`config.mk`:
```
export PLATFORM = sky130hd
export DESIGN_NAME = mod_sched_50
export DESIGN_NICKNAME = d
export VERILOG_FILES = /design/src/rtl/mod_sched_50.sv
export SDC_FILE = /design/constraint.sdc
export NUM_CORES = 1
export LEC_CHECK = 0
export CAP_MARGIN = 10
export CELL_PAD_IN_SITES_DETAIL_PLACEMENT = 1
export CELL_PAD_IN_SITES_GLOBAL_PLACEMENT = 1
export CORE_MARGIN = 2
export CORE_UTILIZATION = 36
export CTS_CLUSTER_DIAMETER = 80
export DETAILED_ROUTE_END_ITERATION = 8
export PLACE_DENSITY_LB_ADDON = 0.3
export RECOVER_POWER = 100
export SKIP_LAST_GASP = 1
export SYNTH_ARGS = -nofsm -noshare
export SYNTH_HDL_FRONTEND = slang
export SYNTH_SLANG_ARGS = --single-unit
```
`constraint.sdc`:
```
create_clock -name clk -period 17.7 [get_ports clk]
set_clock_uncertainty 0.15 [all_clocks]
set_input_delay 5.31 -clock clk [delete_from_list [all_inputs] [get_ports clk]]
set_output_delay 5.31 -clock clk [all_outputs]
set_load 0.01 [all_outputs]
```
`src/rtl/mod_sched_50.sv`:
```
`default_nettype none
// ============================================================================
// Module      : mod_sched_50
// Description : Walks a contiguous range of modulus-table ids and streams
//               each validated modulus / n0' pair over a ready/valid port.
// Revision    : 1.0 - initial release
// ============================================================================
module mod_sched_50 #(
    parameter int ID_W   = 6,
    parameter int MAX_ID = 32
) (
    input  logic            clk,
    input  logic            rst,
    input  logic            start,
    input  logic [ID_W-1:0] base_id,
    input  logic [ID_W-1:0] num_limbs,
    input  logic            descending,
    input  logic            abort,
    output logic [ID_W-1:0] tbl_id,
    input  logic [63:0]     tbl_modulus,
    input  logic [63:0]     tbl_modulus_inv,
    output logic            out_valid,
    input  logic            out_ready,
    output logic [ID_W-1:0] out_limb,
    output logic [49:0]     out_modulus,
    output logic [63:0]     out_n0inv,
    output logic            out_last,
    output logic            busy,
    output logic            done,
    output logic            err
);

    typedef enum logic [1:0] {
        IDLE   = 2'd0,
        LOOKUP = 2'd1,
        EMIT   = 2'd2,
        FINISH = 2'd3
    } state_t;

    localparam logic [ID_W:0]   c_max_id = MAX_ID[ID_W:0];
    localparam logic [ID_W:0]   c_one_w  = {{ID_W{1'b0}}, 1'b1};
    localparam logic [ID_W-1:0] c_one    = {{(ID_W-1){1'b0}}, 1'b1};

    state_t          r_state;
    state_t          w_next;
    logic [ID_W-1:0] r_id;
    logic [ID_W-1:0] r_limb;
    logic [ID_W-1:0] r_last_limb;
    logic            r_desc;
    logic [63:0]     r_mod;
    logic [63:0]     r_n0inv;
    logic            r_err;
    logic [ID_W:0]   w_end;
    logic            w_legal;
    logic            w_bad;
    logic            w_emit_ok;
    logic            w_final;
    logic            w_hs;

    // Last id of the sweep, one bit wider so an out-of-range request cannot wrap.
    assign w_end   = {1'b0, base_id} + {1'b0, num_limbs} - c_one_w;
    assign w_legal = (num_limbs != '0) && (w_end <= c_max_id);

    // An even value (which includes zero) or anything above 50 bits is unusable.
    assign w_bad     = (r_mod[63:50] != '0) || !r_mod[0];
    assign w_emit_ok = (r_state == EMIT) && !w_bad;
    assign w_final   = (r_limb == r_last_limb);
    assign w_hs      = w_emit_ok && out_ready && !abort;

    always_ff @(posedge clk or posedge rst) begin
        if (rst) begin
            r_state <= IDLE;
        end else begin
            r_state <= w_next;
        end
    end

    always_comb begin
        w_next = r_state;
        case (r_state)
            IDLE:    if (start && w_legal) w_next = LOOKUP;
            LOOKUP:  w_next = abort ? IDLE : EMIT;
            EMIT: begin
                if (abort || w_bad) begin
                    w_next = IDLE;
                end else if (w_hs) begin
                    w_next = w_final ? FINISH : LOOKUP;
                end
            end
            FINISH:  w_next = IDLE;
            default: w_next = IDLE;
        endcase
    end

    always_ff @(posedge clk or posedge rst) begin
        if (rst) begin
            r_id        <= '0;
            r_limb      <= '0;
            r_last_limb <= '0;
            r_desc      <= 1'b0;
            r_mod       <= '0;
            r_n0inv     <= '0;
            r_err       <= 1'b0;
        end else begin
            r_err <= (r_state == IDLE) && start && !w_legal;
            case (r_state)
                IDLE: begin
                    if (start && w_legal) begin
                        r_id        <= descending ? w_end[ID_W-1:0] : base_id;
                        r_limb      <= '0;
                        r_last_limb <= num_limbs - c_one;
                        r_desc      <= descending;
                    end
                end
                LOOKUP: begin
                    r_mod   <= tbl_modulus;
                    r_n0inv <= tbl_modulus_inv;
                end
                EMIT: begin
                    if (w_hs && !w_final) begin
                        r_id   <= r_desc ? (r_id - c_one) : (r_id + c_one);
                        r_limb <= r_limb + c_one;
                    end
                end
                default: ;
            endcase
        end
    end

    // The table sees the requested base while idle, but must read 0 under reset.
    assign tbl_id      = rst ? '0 : ((r_state == IDLE) ? base_id : r_id);
    assign out_valid   = w_emit_ok;
    assign out_last    = w_emit_ok && w_final;
    assign out_limb    = r_limb;
    assign out_modulus = r_mod[49:0];
    assign out_n0inv   = r_n0inv;
    assign busy        = (r_state == LOOKUP) || w_emit_ok;
    assign done        = (r_state == FINISH) && !abort;
    assign err         = r_err || ((r_state == EMIT) && w_bad && !abort);

endmodule
`default_nettype wire

```
==> results of run 1 <==
final timing paths:
| path | start | to |
|---|---|---|
| worst max-delay path | abort | err |
| worst min-delay path | out_n0inv[2] | out_n0inv[2] |
| worst max register to register | r_state[1] | r_mod[4] |
| worst min register to register | out_n0inv[2] | out_n0inv[2] |
| max in group asynchronous | rst | r_mod[56] |
| min in group asynchronous | rst | r_id[2] |
routing by layer:
metal	track usage [%]	wire length (um)	up-vias	share of wire (%)
met1	21.68	7754	2562	37
met5	0	13	-	0.063
met3	4.165	897	27	4.3
met2	37.24	11670	149	56
met4	6.502	387	2	1.9
li1	-	-	2337	-
per-stage QoR:
stage | total power [uW] | setup WS, ns | std cells | hold WS [ns]
finish | 1711 | 5.430 | 1070 | 0.3492
global route | 1814 | 5.183 | 1069 | 0.3650
CTS | 1799 | 5.513 | 1067 | 0.3577
detailed placement | 1417 | 5.525 | 1035 | 0.3429
global placement | 1373 | 5.560 | 1035 | 0.3357
floorplan | 1077 | 6.657 | 563 | 0.3251
power by group:
group | internal (uW) | switching (uW) | total [uW]
sequential | 512 | 91.3 | 604
clock | 216 | 155 | 371
combinational | 423 | 314 | 737
cells in the mapped netlist (4+ instances only):
| cell | count | area share [%] |
|---|---|---|
| mux2_2 | 128 | 21 |
| nor4_1 | 4 | 0.36 |
| nand3_1 | 10 | 0.71 |
| buf_4 | 50 | 5.3 |
| dfrtp_1 | 150 | 53 |
| clkbuf_1 | 7 | 0.37 |
| o21ai_0 | 15 | 1.1 |
| or3_1 | 5 | 0.44 |
| inv_1 | 31 | 1.7 |
| buf_2 | 10 | 0.71 |
| mux2i_1 | 4 | 0.57 |
| nor2_1 | 21 | 1.1 |
| nand2b_1 | 4 | 0.36 |
| a21oi_1 | 25 | 1.8 |
| o21ai_1 | 5 | 0.36 |
| ha_1 | 18 | 3.2 |
| nand2_1 | 25 | 1.3 |
| xor2_1 | 6 | 0.75 |
| xnor2_1 | 10 | 1.2 |
layout make-up:
| cell class | instances | area, um^2 |
|---|---|---|
| well taps | 265 | 331.6 |
| clock inverters | 14 | 163.9 |
| multi-input cells | 311 | 2635 |
| flip-flops and latches | 150 | 3754 |
| diodes | 3 | 7.507 |
| clock buffers | 18 | 439.2 |
| inverters | 31 | 117.6 |
| fillers | 2023 | 9112 |
| repair buffers | 278 | 2774 |
worst register-to-register path, stage by stage, from the launching register on:
cell and delay, ns:
dfrtp_1 0.55, nand2b_1 2.27, buf_4 1.03, mux2_2 0.47
state kept, by name, summed over array words and instances (netlist names):
name	cells
out_limb	6
r_id	6
r_mod	64
r_state	2
r_err	1
r_last_limb	6
r_desc	1
out_n0inv	64
layout by cell type (no fill, tap or decap), types with 2 or more instances in the layout:
cell type,instances
nand3_1,10
a21oi_1,27
clkbuf_16,17
or3_1,5
a211oi_1,2
diode_2,3
o21ai_0,19
clkinvlp_4,2
xor2_1,6
bufinv_16,2
mux2i_1,4
inv_1,30
nor3_1,3
nand2_1,25
clkdlybuf4s50_1,14
xnor2_1,10
nand4_1,2
clkinv_4,3
mux2_2,128
inv_8,2
nand2b_1,4
a21o_1,3
dlygate4sd3_1,262
nor2_1,21
nor4_1,4
dfrtp_1,150
ha_1,18
fa_1,2
inv_6,4
cell families after synthesis:
logic type / count (synthesis)
AOI/OAI and AO/OA: 58
xor gates and xnor gates: 16
adders and majority gates: 20
buffers and inverters: 102
DFF: 150
muxes: 133
and+or+nand+nor: 84
==> summary.txt, run 1 <==
CTS
  – Skew-Pair Late Insertion Delay: 0.42 ns
  – CTS Sinks: 150
  – Max clock buf depth: 2
  – H-tree Lvls: 4
  – Clock root buffer: clkbuf_16
  – CTS Buf Count: 17
  – Post-CTS Setup Repair Bufs: 0
  – Worst-path clk slew: 0.06 ns
  – CTS tree: built
  – Hold_buf cts: 0
  – Cts repair resizes: 0

Worst setup path
  – Endpoint class of the critical path: primary output
  – Critical path type: primary input to primary output
  – CP Launch Type: primary input
  – Worst path required time: 12.24 ns
  – Reg2Reg Setup Slack: 13.10 ns
  – Cell Chain, Critical Path: dlygate4sd3_1 -> nor2_1 -> a21o_1 -> clkdlybuf4s50_1
  – Crit-path max FO: 4
  – CP max-delay cell: dlygate4sd3_1
  – Crit path arrival time: 6.81 ns
  – Reg2reg path depth: 3
  – Stages on the worst setup path: 4
  – Crit path max-delay family: buffers and inverters
  – WP buf/inv: 2
  – CP peak stage delay: 0.60 ns

Timing
  – Post-route clock period utilization: 69.32%
  – Number of hold violations in the final report: 0
  – Final setup viols: 0
  – Worst-Margin Slew: 4.066 ns
  – Max transition margin: -172.6%
  – Pins Over Slew Limit: 220
  – Fin crit period: 12.27 ns
  – Fin Setup TNS: 0 ns
  – Unrepaired setup endpoints after global routing: no
  – FMAX: 81.50 MHz

Global routing
  – Largest net degree at the start of global routing: 89
  – GRT Overall Usage: 19.65%
  – Total congestion overflow: 0
  – Initial antenna violation count: 6
  – First-pass GRT wire length: 30.85 mm
  – Vias in the first global route: 5534

Synthesis
  – Synth Cell Area: 7029 um^2
  – Area share of xor/xnor cells in the synthesized design: 1.994%
  – Post-synthesis compound-gate area fraction: 5.020%
  – Post-synth EDFFs: 0
  – Register bit total from synthesis: 150
  – Seq/Total Area, Yosys: 53.40%
  – Cell variety after synth: 43
  – Post-Syn Instances: 563
  – Adder-Cell Fraction of Synth Area: 3.774%
  – Mux cell area share after synthesis: 21.29%
  – Post-synth top flop: dfrtp_1
  – Largest family of logic cells by synthesized area: multiplexers
  – Simple-gate share of the synthesized area: 5.910%
  – Post-Syn Nets: 729
  – Synth Area per Inst: 12.49 um^2
  – Ys async rst share: 100.0%
  – Synthesis Warnings: 0

Placement
  – Placed inst area: 9662 um^2
  – Port buffer count: 276
  – GPL Wtd Cong: 0.8363
  – HPWL after DPL: 15.79 mm

Detailed routing
  – ANT nets after route: 0
  – Final wirelength: 20.72 mm
  – # DRC: 0
  – Wire length per cell: 19.36 um
  – Initial DRC Count: 142
  – Vias: 5077
  – DRT Pass-1 Iters: 4
  – Via density: 4.745

Floorplan
  – Initial core utilization: 36.36%
  – IO Count: 277
  – Rows: 51
  – Die height: 143.7 um
  – Die Area: 20660 um^2
  – Die Span X: 143.7 um
  – Core ar.: 19330 um^2

Pwr
  – Worst vdd ir: 75.65 uV
  – P_leak: 0.004402 uW
  – Pwr Density: 167.4 nW/um^2

Layout
  – Design Area, Final: 10220 um^2
  – Area Overhead vs Synth: 45.43%
  – Layout Utilization: 52.87%
  – Share of cells above drive strength 1: 20.70%
  – NumNets Final: 955

Outcome
  – Status: finished, violations left
  – Violated checks: capacitance limit, slew limit

Worst hold path
  – Hold Crit Class: register to register
  – Worst hold stages: 1

Run
  – Max-cap violations: 3
Power figures use the tool's default switching activity.
==> run 2, diff against run 1 <==
--- a/config.mk
+++ b/config.mk
@@ -9,7 +9,7 @@
 export CELL_PAD_IN_SITES_DETAIL_PLACEMENT = 1
 export CELL_PAD_IN_SITES_GLOBAL_PLACEMENT = 1
 export CORE_MARGIN = 2
-export CORE_UTILIZATION = 36
+export CORE_UTILIZATION = 31
 export CTS_CLUSTER_DIAMETER = 80
 export DETAILED_ROUTE_END_ITERATION = 8
 export PLACE_DENSITY_LB_ADDON = 0.3
==> constraint.sdc (replaced) <==
create_clock -name clk -period 11.2 [get_ports clk]
set_clock_uncertainty 0.15 [all_clocks]
set_input_delay 3.36 -clock clk [delete_from_list [all_inputs] [get_ports clk]]
set_output_delay 3.36 -clock clk [all_outputs]
set_load 0.01 [all_outputs]
==> run 2 against run 1 <==
  * The run still ends with capacitance limit, slew limit left
  * Sequential cell count did not move
  * Sequential power rose by 58%
  * Count of clock-buffer cells in the layout did not move
  * Non-clock buffer count did not move
  * Cell count rose by 1.9%
  * Critical endpoint is now tbl_id[3]
==> summary.txt, run 2 (synthesis results as in run 1) <==
Outcome
  – Violated checks: capacitance limit, slew limit
  – Status: finished, violations left

CTS
  – H-tree Lvls: 4
  – Hold_buf cts: 0
  – CTS Buf Count: 17
  – Worst-path clk slew: 0.06 ns
  – Post-CTS Setup Repair Bufs: 0
  – Max clock buf depth: 2
  – Cts repair resizes: 0
  – CTS Sinks: 150
  – Skew-Pair Late Insertion Delay: 0.42 ns
  – CTS tree: built
  – Clock root buffer: clkbuf_16

Layout
  – Most common cell after layout, fill and taps aside: dlygate4sd3_1
  – Share of cells above drive strength 1: 20.95%
  – Layout Utilization: 45.59%
  – Fill cell total of the finished layout: 2338
  – Commonest non-fill, non-tap cells in the layout: 263 x dlygate4sd3_1, 150 x dfrtp_1, 128 x mux2_2
  – Area of the multi-input gates: 2643 um^2
  – Design Area, Final: 10230 um^2
  – Storage cell area: 3754 um^2
  – NumNets Final: 955
  – Area Overhead vs Synth: 45.51%

Floorplan
  – Die Span X: 154.6 um
  – Die height: 154.6 um
  – Die Area: 23900 um^2
  – IO Count: 277
  – Core ar.: 22430 um^2
  – Initial core utilization: 31.33%
  – Rows: 55

Global routing
  – GRT Overall Usage: 16.70%
  – Largest net degree at the start of global routing: 81
  – Vias in the first global route: 5772
  – First-pass GRT wire length: 31.33 mm
  – Total congestion overflow: 0
  – Initial antenna violation count: 3

Placement
  – Placed inst area: 9687 um^2
  – HPWL after DPL: 14.69 mm
  – GPL Wtd Cong: 0.7958
  – Port buffer count: 276

Run
  – Max-cap violations: 1

Timing
  – Pins Over Slew Limit: 81
  – Fin crit period: 8.306 ns
  – Post-route clock period utilization: 74.16%
  – Unrepaired setup endpoints after global routing: no
  – Fin Setup TNS: 0 ns
  – Max transition margin: -136.6%
  – FMAX: 120.4 MHz
  – Final setup viols: 0
  – Worst-Margin Slew: 3.529 ns
  – Number of hold violations in the final report: 0

Pwr
  – P_leak: 0.004396 uW
  – Worst vdd ir: 93.52 uV
  – Pwr Density: 258.6 nW/um^2
  – Total Power: 2645 uW

Worst setup path
  – CP Launch Type: primary input
  – Critical path type: primary input to primary output
  – Crit-path max FO: 7
  – Crit path arrival time: 4.80 ns
  – Endpoint class of the critical path: primary output
  – Worst path required time: 7.69 ns

Detailed routing
  – DRT Pass-1 Iters: 4
  – Initial DRC Count: 148
  – # DRC: 0
  – ANT nets after route: 0
  – Via density: 4.664
  – Wire length per cell: 17.70 um
  – Vias: 5084
  – Final wirelength: 19.29 mm

Worst hold path
  – Hold Crit Class: register to register
## run 2: changes by cell type in the layout (fill, tap and decap cells not counted), sizes merged
cell           before  now
bufinv              2    0
clkbuf             19   18
clkinv              4    5
dlygate4sd3       262  263
inv                36   37
buf                 1    2
clkdlybuf4s50      14   13
## run 2: layout make-up
class	instances	share of cell area, %
antenna	3	0.07339
sequential	150	36.70
timing repair buffer	278	27.16
clock inverter	14	1.309
inverter	31	1.150
multi-input combinational	311	25.83
tap	285	3.486
clock buffer	18	4.294
## run 2: metrics by stage
step	setup slack, ns	hold slack, ns	cells
finish	2.894	0.3486	1090
global route	2.814	0.3619	1089
CTS	2.966	0.3575	1087
detailed placement	2.964	0.3424	1055
global placement	3.025	0.3375	1055
floorplan	3.654	0.3251	563
## run 2: worst max-delay path, stage by stage
cell	delay [ns]
dlygate4sd3_1	0.64
a21oi_1	0.16
dlygate4sd3_1	0.64
## run 2: final timing paths
kind / start / to / slack (ns) / depth (start not counted)
worst max-delay path: rst / tbl_id[3] / 2.89 / 3
worst min-delay path: r_mod[13] / r_mod[13] / 0.35 / 1
worst max register to register: out_limb[2] / r_id[5] / 8.30 / 7
worst min register to register: r_mod[13] / r_mod[13] / 0.35 / 1
max in group asynchronous: rst / r_id[2] / 4.39 / 3
min in group asynchronous: rst / r_state[0] / 4.38 / 2
## run 2: power breakdown
| part | total [uW] | leakage (uW) | internal, uW | switching (uW) |
|---|---|---|---|---|
| Combinational | 1140 | 0.00235 | 652 | 484 |
| Sequential | 955 | 0.00177 | 809 | 146 |
| Clock | 553 | 0.000278 | 300 | 254 |
| Total | 2650 | 0.00440 | 1760 | 884 |
## run 2: per-layer routing
layer	part of all wire (%)	vias to the layer above	GRT usage, %
li1	-	2341	-
met1	39	2558	19.00
met2	54	153	30.44
met3	4.5	30	3.867
met4	2.3	2	6.261
met5	0.083	-	0
==> run 3, diff against run 2 <==
==> constraint.sdc (replaced) <==
create_clock -name clk -period 6.7 [get_ports clk]
set_clock_uncertainty 0.15 [all_clocks]
set_input_delay 2.01 -clock clk [delete_from_list [all_inputs] [get_ports clk]]
set_output_delay 2.01 -clock clk [all_outputs]
set_load 0.01 [all_outputs]
==> run 3 against run 2 <==
  * The flow still finishes with violations (capacitance limit, slew limit)
  * Worst hold slack better by 0.0022 ns
  * Highest routed layer is now met4
  * Final area is essentially flat
  * Via count is 1.3% lower
  * Cell count down 0.37%
  * First-iteration DRC count rose by 41%
  * Total power grew 71%
  * Sequential power grew 66%
==> summary.txt, run 3 (synthesis results as in run 1) <==
Placement
  – HPWL after DPL: 14.82 mm
  – GPL Wtd Cong: 0.8381
  – Port buffer count: 276

Detailed routing
  – ANT nets after route: 0
  – Vias: 5020
  – Wire length per cell: 17.89 um
  – Final wirelength: 19.43 mm
  – # DRC: 0
  – Via density: 4.622
  – Initial DRC Count: 209
  – DRT Pass-1 Iters: 4

CTS
  – CTS Sinks: 150
  – Clock root buffer: clkbuf_16
  – CTS Buf Count: 17
  – Skew-Pair Late Insertion Delay: 0.42 ns
  – Cts repair resizes: 0
  – H-tree Lvls: 4
  – Hold_buf cts: 0
  – Max clock buf depth: 2
  – Worst-path clk slew: 0.06 ns
  – Post-CTS Setup Repair Bufs: 0
  – CTS tree: built

Floorplan
  – Initial core utilization: 31.33%
  – Die Area: 23900 um^2
  – Rows: 55
  – Core ar.: 22430 um^2
  – Die height: 154.6 um
  – Die Span X: 154.6 um
  – IO Count: 277

Global routing
  – Largest net degree at the start of global routing: 115
  – Initial antenna violation count: 0
  – Total congestion overflow: 0
  – First-pass GRT wire length: 30.57 mm
  – GRT Overall Usage: 16.33%
  – Vias in the first global route: 5653

Layout
  – Layout Utilization: 45.63%
  – Most common cell after layout, fill and taps aside: dlygate4sd3_1
  – Area Overhead vs Synth: 45.64%
  – ANT cells: 0
  – NumNets Final: 955
  – Commonest non-fill, non-tap cells in the layout: 183 x dlygate4sd3_1, 150 x dfrtp_1, 127 x mux2_2
  – Share of cells above drive strength 1: 20.60%

Outcome
  – Violated checks: capacitance limit, slew limit
  – Status: finished, violations left

Worst setup path
  – Crit path arrival time: 3.52 ns
  – Critical path type: primary input to primary output
  – CP Launch Type: primary input
  – Crit-path max FO: 4
  – Endpoint class of the critical path: primary output
  – Worst path required time: 4.54 ns

Timing
  – Unrepaired setup endpoints after global routing: no
  – Max transition margin: -184.3%
  – Post-route clock period utilization: 84.83%
  – Number of hold violations in the final report: 0
  – FMAX: 176.0 MHz
  – Final setup viols: 0
  – Worst-Margin Slew: 4.264 ns
  – Fin crit period: 5.683 ns
  – Pins Over Slew Limit: 194
  – Fin Setup TNS: 0 ns

Pwr
  – Worst vdd ir: 157.4 uV
  – Pwr Density: 442.7 nW/um^2
  – P_leak: 0.004370 uW

Worst hold path
  – Hold Crit Class: register to register

Run
  – Max-cap violations: 2
run 3: report_power, final:
part / internal, uW / switching [uW] / total [uW]
sequential: 1350 / 239 / 1590
combinational: 1140 / 815 / 1950
clock: 570 / 417 / 987
total: 3060 / 1470 / 4530
run 3: worst max-delay path, stage by stage:
cell and delay (ns):
dlygate4sd3_1 0.60, nor2_1 0.16, a21o_1 0.14, dlygate4sd3_1 0.61
run 3: routing by layer:
layer  share of wire [%]  vias to the layer above  global-route usage (%)
met5                   0                        -                       0
li1                    -                     2333                       -
met3                 4.8                       35                   4.231
met2                  52                      156                   29.00
met1                  40                     2496                   18.84
met4                 2.4                        0                   6.437
run 3: area by class of cell:
| class | instances | area [um^2] |
|---|---|---|
| Tap cell | 285 | 356.6 |
| Sequential cell | 150 | 3754 |
| Inverter | 31 | 120.1 |
| Clock buffer | 18 | 439.2 |
| Multi-Input combinational cell | 311 | 2636 |
| Clock inverter | 13 | 160.2 |
| Fill cell | 2361 | 12200 |
| Timing Repair Buffer | 278 | 2771 |
run 3: path summary, 6_finish.rpt:
path / from / to / slack [ns] / cells past startpoint
setup / recovery: abort / err / 1.02 / 4
hold / removal: out_n0inv[46] / out_n0inv[46] / 0.35 / 1
setup reg to reg: r_state[1] / out_n0inv[10] / 1.18 / 3
hold reg to reg: out_n0inv[46] / out_n0inv[46] / 0.35 / 1
max in group asynchronous: rst / out_n0inv[63] / 1.81 / 3
min in group asynchronous: rst / r_err / 2.77 / 2
run 3: per-stage QoR:
step	cell area [um^2]	hold slack, ns	worst slack (ns)	cells	power [uW]
after floorplan	7029	0.3251	0.5036	563	2844
after global placement	9687	0.3372	1.226	1055	3629
after detailed placement	9687	0.3436	1.193	1055	3732
after CTS	10290	0.3585	1.192	1086	4750
after global routing	10240	0.3655	0.6338	1086	4820
final	10240	0.3508	1.017	1086	4532
